[config.mk]
export PLATFORM = sky130hd
export DESIGN_NAME = me_wr_pipe
export DESIGN_NICKNAME = d
export VERILOG_FILES = /design/src/rtl/me_wr_pipe.sv
export SDC_FILE = /design/constraint.sdc
export NUM_CORES = 1
export LEC_CHECK = 0
export BUFFER_PORTS_ARGS = -buffer_cell sky130_fd_sc_hd__buf_4
export CORE_ASPECT_RATIO = 1.4
export CORE_MARGIN = 1.5
export CORE_UTILIZATION = 30
export CTS_CLUSTER_DIAMETER = 200
export DETAILED_ROUTE_END_ITERATION = 6
export PLACE_DENSITY = 0.52
export SLEW_MARGIN = 20
export SYNTH_ARGS = -nofsm -noshare
export SYNTH_HDL_FRONTEND = slang
export SYNTH_SLANG_ARGS = --single-unit
[constraint.sdc]
create_clock -name clk -period 3.26 [get_ports clk]
set_clock_uncertainty 0.2 [all_clocks]
set_input_delay 0.163 -clock clk [delete_from_list [all_inputs] [get_ports clk]]
set_output_delay 0.163 -clock clk [all_outputs]
set_load 0.005 [all_outputs]
[src/rtl/me_wr_pipe.sv]
// MEM/WB pipeline register: configurable depth, valid tracking, stall/flush,
// pre-muxed writeback bus and saturating stall/bubble counters (falling-edge state).
module me_wr_pipe #(
    parameter int DW     = 32,
    parameter int AW     = 5,
    parameter int STAGES = 1,
    parameter int CNT_W  = 16
) (
    input  logic              clk,
    input  logic              rst,
    input  logic              stall,
    input  logic              flush,
    input  logic              clr_cnt,
    input  logic              valid_4,
    input  logic [DW-1:0]     Do_4,
    input  logic [DW-1:0]     ALUout_4,
    input  logic [AW-1:0]     rw_4,
    input  logic [AW-1:0]     rd_4,
    input  logic              MemtoReg_4,
    input  logic              RegWr_4,
    output logic              valid_5,
    output logic [DW-1:0]     Do_5,
    output logic [DW-1:0]     ALUout_5,
    output logic [AW-1:0]     rw_5,
    output logic [AW-1:0]     rd_5,
    output logic              MemtoReg_5,
    output logic              RegWr_5,
    output logic [DW-1:0]     wb_data_5,
    output logic              wb_en_5,
    output logic [STAGES-1:0] stage_valid,
    output logic [CNT_W-1:0]  stall_cnt,
    output logic [CNT_W-1:0]  bubble_cnt
);

    if (STAGES < 1 || STAGES > 4) begin : g_bad_stages
        $error("me_wr_pipe: STAGES must be in 1..4");
    end

    localparam logic [CNT_W-1:0] CNT_MAX = {CNT_W{1'b1}};
    localparam logic [CNT_W-1:0] CNT_ONE = {{(CNT_W-1){1'b0}}, 1'b1};

    logic [STAGES-1:0] valid_r;
    logic [STAGES-1:0] m2r_r;
    logic [STAGES-1:0] regwr_r;
    logic [DW-1:0]     do_r  [STAGES];
    logic [DW-1:0]     alu_r [STAGES];
    logic [AW-1:0]     rw_r  [STAGES];
    logic [AW-1:0]     rd_r  [STAGES];
    logic [CNT_W-1:0]  stall_cnt_r;
    logic [CNT_W-1:0]  bubble_cnt_r;
    logic              stall_inc_s;
    logic              bubble_inc_s;

    // Stage registers: reset and flush clear everything, stall holds, otherwise shift.
    always_ff @(negedge clk) begin
        if (rst || flush) begin
            valid_r <= {STAGES{1'b0}};
            m2r_r   <= {STAGES{1'b0}};
            regwr_r <= {STAGES{1'b0}};
            for (int k = 0; k < STAGES; k++) begin
                do_r[k]  <= {DW{1'b0}};
                alu_r[k] <= {DW{1'b0}};
                rw_r[k]  <= {AW{1'b0}};
                rd_r[k]  <= {AW{1'b0}};
            end
        end else if (!stall) begin
            // A bubble must never carry a write request downstream.
            valid_r[0] <= valid_4;
            m2r_r[0]   <= MemtoReg_4;
            regwr_r[0] <= RegWr_4 & valid_4;
            do_r[0]    <= Do_4;
            alu_r[0]   <= ALUout_4;
            rw_r[0]    <= rw_4;
            rd_r[0]    <= rd_4;
            for (int k = 1; k < STAGES; k++) begin
                valid_r[k] <= valid_r[k-1];
                m2r_r[k]   <= m2r_r[k-1];
                regwr_r[k] <= regwr_r[k-1];
                do_r[k]    <= do_r[k-1];
                alu_r[k]   <= alu_r[k-1];
                rw_r[k]    <= rw_r[k-1];
                rd_r[k]    <= rd_r[k-1];
            end
        end
    end

    // Counter increment qualifiers: flush outranks stall, and a flush is itself a bubble.
    always_comb begin
        stall_inc_s  = 1'b0;
        bubble_inc_s = 1'b0;
        if (flush) begin
            bubble_inc_s = 1'b1;
        end else begin
            stall_inc_s  = stall;
            bubble_inc_s = ~stall & ~valid_4;
        end
    end

    // Saturating performance counters with synchronous clear.
    always_ff @(negedge clk) begin
        if (rst || clr_cnt) begin
            stall_cnt_r  <= {CNT_W{1'b0}};
            bubble_cnt_r <= {CNT_W{1'b0}};
        end else begin
            if (stall_inc_s && (stall_cnt_r != CNT_MAX)) begin
                stall_cnt_r <= stall_cnt_r + CNT_ONE;
            end
            if (bubble_inc_s && (bubble_cnt_r != CNT_MAX)) begin
                bubble_cnt_r <= bubble_cnt_r + CNT_ONE;
            end
        end
    end

    assign valid_5     = valid_r[STAGES-1];
    assign Do_5        = do_r[STAGES-1];
    assign ALUout_5    = alu_r[STAGES-1];
    assign rw_5        = rw_r[STAGES-1];
    assign rd_5        = rd_r[STAGES-1];
    assign MemtoReg_5  = m2r_r[STAGES-1];
    assign RegWr_5     = regwr_r[STAGES-1];
    assign stage_valid = valid_r;
    assign stall_cnt   = stall_cnt_r;
    assign bubble_cnt  = bubble_cnt_r;

    // Writes to register $0 are dropped here so the register file need not care.
    assign wb_data_5 = MemtoReg_5 ? Do_5 : ALUout_5;
    assign wb_en_5   = RegWr_5 & valid_5 & (rw_5 != {AW{1'b0}});

endmodule

=== After elaboration in Yosys (flattened, before gate mapping) ===
Memory sizes are Yosys's and may differ from the RTL's.
Cells that the tools add are included.

* Memories kept: 4
* Register bits after elaboration: 35
* Logic and storage cells: 44
* Bits of input ports: 82
* Bits in writable memories: 74
* Output and inout port bits: 143

* Mux-type cells: 16
* Bitwise gates (word level): 6
* Equality and inequality tests: 2
* Reduce and logical (&&, ||, !) cells: 9
* Add/subtract/negate cells: 2

{| class="wikitable"
|+ Memories
! memory !! depth !! bits a word !! read ports !! clocked after Yosys merged registers in !! write ports !! line !! text
|-
| alu_r || 1 || 32 || 1 || 0 || 1 || 46 || <nowiki>logic [DW-1:0] alu_r [STAGES];</nowiki>
|-
| do_r || 1 || 32 || 1 || 0 || 1 || 45 || <nowiki>logic [DW-1:0] do_r [STAGES];</nowiki>
|-
| rd_r || 1 || 5 || 1 || 0 || 1 || 48 || <nowiki>logic [AW-1:0] rd_r [STAGES];</nowiki>
|-
| rw_r || 1 || 5 || 1 || 0 || 1 || 47 || <nowiki>logic [AW-1:0] rw_r [STAGES];</nowiki>
|}

{| class="wikitable"
|+ Operators by type and width
! operator !! count
|-
| 32-bit two-way mux || 3
|-
| 32-bit OR reduction || 2
|-
| 16-bit by 1-bit adder with 16-bit output, second input constant || 2
|-
| 16-bit inequality test, second input constant || 2
|-
| 1-bit two-way mux || 11
|-
| 5-bit two-way mux || 2
|-
| 5-bit OR reduction || 2
|-
| 5-bit nonzero test || 1
|-
| 1-bit AND || 4
|-
| 1-bit logical AND || 2
|-
| 1-bit logical OR || 2
|-
| 1-bit NOT || 2
|}

=== Depth between registers and ports, before layout ===
* Depth after elaboration: 5
* Depth in mapped cells: 7
* Gate-level depth less buffers: 5

==> qor.yml <==
status: "finished, violations left"
violations: "setup timing"
drt_first_iter_violations: 163
start_kind: "flip-flop"
clock-root-buffer: "clkbuf_16"
ys_types: 50
netlist_instances: 404
synthFlopType: "edfxtp_1"
rsz0062_at_grt: "yes"
clkSinkCount: 109
dpl.hpwl_um: 11640
slew_headroom: 0.4479
grt_antenna_before_repair: 1
syn_nets: 488
crit_end: "wb_en_5"
port_buffers: 224
core_um2: 16100
wl_per_cell_um: 17.09
grt_pass1_wl_um: 25270
setup_ws_ns: -0.3586
die_y_um: 154.4
p_per_area_nw_per_um2: 443.6
reg2reg_from: "stall_cnt[10]"
clkLatencyLatePin_ns: 0.41
timing.rr.end: "stall_cnt[3]"
ys_warn_count: 0
drt.antenna.violating_nets: 0
grt_pass1_vias: 4759
area_delta_synth_final_pct: 63.48
p_leak_nw: 3.885
layout-drive-gt1-share: 0.4137
preCtsSetupSlack_ns: -0.09372
numCtsBuffers: 9
tightest_slew_ns: 0.8213
final_cells: 958
die_x_um: 111.2
antenna_cells: 0
cts_tree: "built"
async_flop_share: 0
final_common_cell: "buf_4"
grt_max_degree: 77
r2r_slack_ns: 0.93
routed_via_density: 4.921
worstHoldStart: "RegWr_5"
reg2reg_depth: 5
setup_violations: 33
clock_path_buffers: 2
final_cell_mix: "211 x buf_4, 113 x inv_1, 75 x and2_1"
synth_edf_count: 74
synth.avg_cell_area_um2: 12.16
drc: 0
die_area_um2: 17170
endpoint_kind: "output pin"
cap_viol_max_count: 0
htreeDepth: 3
rows: 55
arrival_ns: 3.26
worstPathRequired_ns: 2.90
critPathKind: "reg -> out"
fin_util: 0.4988
grt-ovfl-total: 0
fin_nets: 838
syn-cell-area_um2: 4913
grt.total_usage: 0.1873
hp-class: "reg -> reg"
vias: 4714
maxSlewViolCount: 0
start_util: 0.3051
ys_ff_latch: 109
wl_um: 16380
clk_pin_slew_ns: 0.05
detailedRoute.firstPassIterationCount: 7
critPathLaunch: "rw_r[0][0]"
place_inst: 828
cp_max_fo: 2
total_power_mw: 3.563
gp_congestion: 0.7818
peakVddDrop_mv: 0.2644
yosysSeqAreaShare: 0.5949
finalHoldViolations: 0
ios: 225
hold_ws_ns: 0.2909
-- cells by family after synthesis --
family / share of synthesized area
compound gates: 0.08429
mux: 0.07741
flops: 0.5949
fa+ha+maj: 0.005092
buf+inv: 0.02317
simple gates: 0.2152
-- per-layer routing --
metal / vias up / GRT usage / routed length (um)
li1: 2226 / - / -
met1: 2263 / 0.2034 / 6319
met2: 205 / 0.3138 / 8355
met3: 18 / 0.08582 / 1458
met4: 2 / 0.08258 / 232
met5: - / 0 / 11
-- state kept, by name (all words and copies together) (netlist names) --
register     flops
stage_valid      1
alu_r           32
rd_r             5
do_r            32
RegWr_5          1
rw_r             5
MemtoReg_5       1
stall_cnt       16
bubble_cnt      16
-- area by class of cell --
type,instances,area [um2]
clock buffers,9,225.2
clock inverters,116,465.4
fillers,1515,8070
inverters,4,18.77
multi-input cells,268,2022
flip-flops and latches,109,2927
well taps,199,249.0
repair buffers,253,2126
-- per-stage QoR --
stage	TNS (ns)	area (um2)
2_1_floorplan	-46.89	4942
3_3_place_gp	-0.07015	6983
3_5_place_dp	-0.1659	6983
4_1_cts	-7.820	8054
5_1_grt	-8.034	8033
6_report	-6.493	8033
-- worst max-delay path, cell delays in order (launching register included) --
cell	delay [ns]
edfxtp_1	0.39
or3_4	0.38
o311a_1	0.31
buf_6	0.13
-- where the power goes --
part | internal [mW] | total, mW | switching (mW) | leakage [nW]
sequential | 1.55 | 1.59 | 0.0368 | 1.13
clock | 0.708 | 1.57 | 0.861 | 0.725
combinational | 0.264 | 0.410 | 0.146 | 2.03
total | 2.52 | 3.56 | 1.04 | 3.89
-- cell usage after synthesis (2+ instances only) --
| library cell | count | area share |
|---|---|---|
| and4_1 | 4 | 0.0071 |
| or3_1 | 11 | 0.014 |
| nand4_1 | 8 | 0.010 |
| and3_1 | 2 | 0.0025 |
| clkbuf_1 | 18 | 0.014 |
| a211oi_1 | 3 | 0.0046 |
| buf_4 | 3 | 0.0046 |
| inv_1 | 5 | 0.0038 |
| nand2b_1 | 2 | 0.0025 |
| nand2_1 | 15 | 0.011 |
| ha_1 | 2 | 0.0051 |
| o31ai_1 | 8 | 0.012 |
| o211ai_1 | 4 | 0.0061 |
| nor2b_1 | 2 | 0.0025 |
| o21ai_0 | 10 | 0.010 |
| nor2_1 | 8 | 0.0061 |
| nor3_1 | 5 | 0.0051 |
| dfxtp_1 | 35 | 0.14 |
| o311ai_0 | 2 | 0.0036 |
| a31oi_1 | 3 | 0.0038 |
| or4_1 | 10 | 0.015 |
| nand3_1 | 11 | 0.011 |
| and2_1 | 75 | 0.095 |
| and4b_1 | 2 | 0.0041 |
| edfxtp_1 | 74 | 0.45 |
| a21oi_1 | 19 | 0.019 |
| nor4_1 | 4 | 0.0051 |
| o41ai_1 | 5 | 0.0089 |
| mux2_2 | 32 | 0.073 |
| mux2i_1 | 2 | 0.0041 |
-- worst min path at each step --
stage	slack (ns)	to	cells past startpoint
CTS	0.30	RegWr_5	1
global placement	0.29	RegWr_5	1
floorplan	0.27	stall_cnt[8]	1
global route	0.33	RegWr_5	1
finish	0.29	RegWr_5	1
detailed placement	0.29	RegWr_5	1
-- repair_timing --
| action | CTS | global route |
|---|---|---|
| setup buffers | 4 | 2 |
| hold buffers | 0 | 0 |
| setup endpoints to repair | 33 | 33 |
| resized for setup | 73 | 6 |
| pin swaps | 1 | 0 |
| gates cloned | 3 | 0 |
Note: power is estimated with default switching activity, not from simulation.
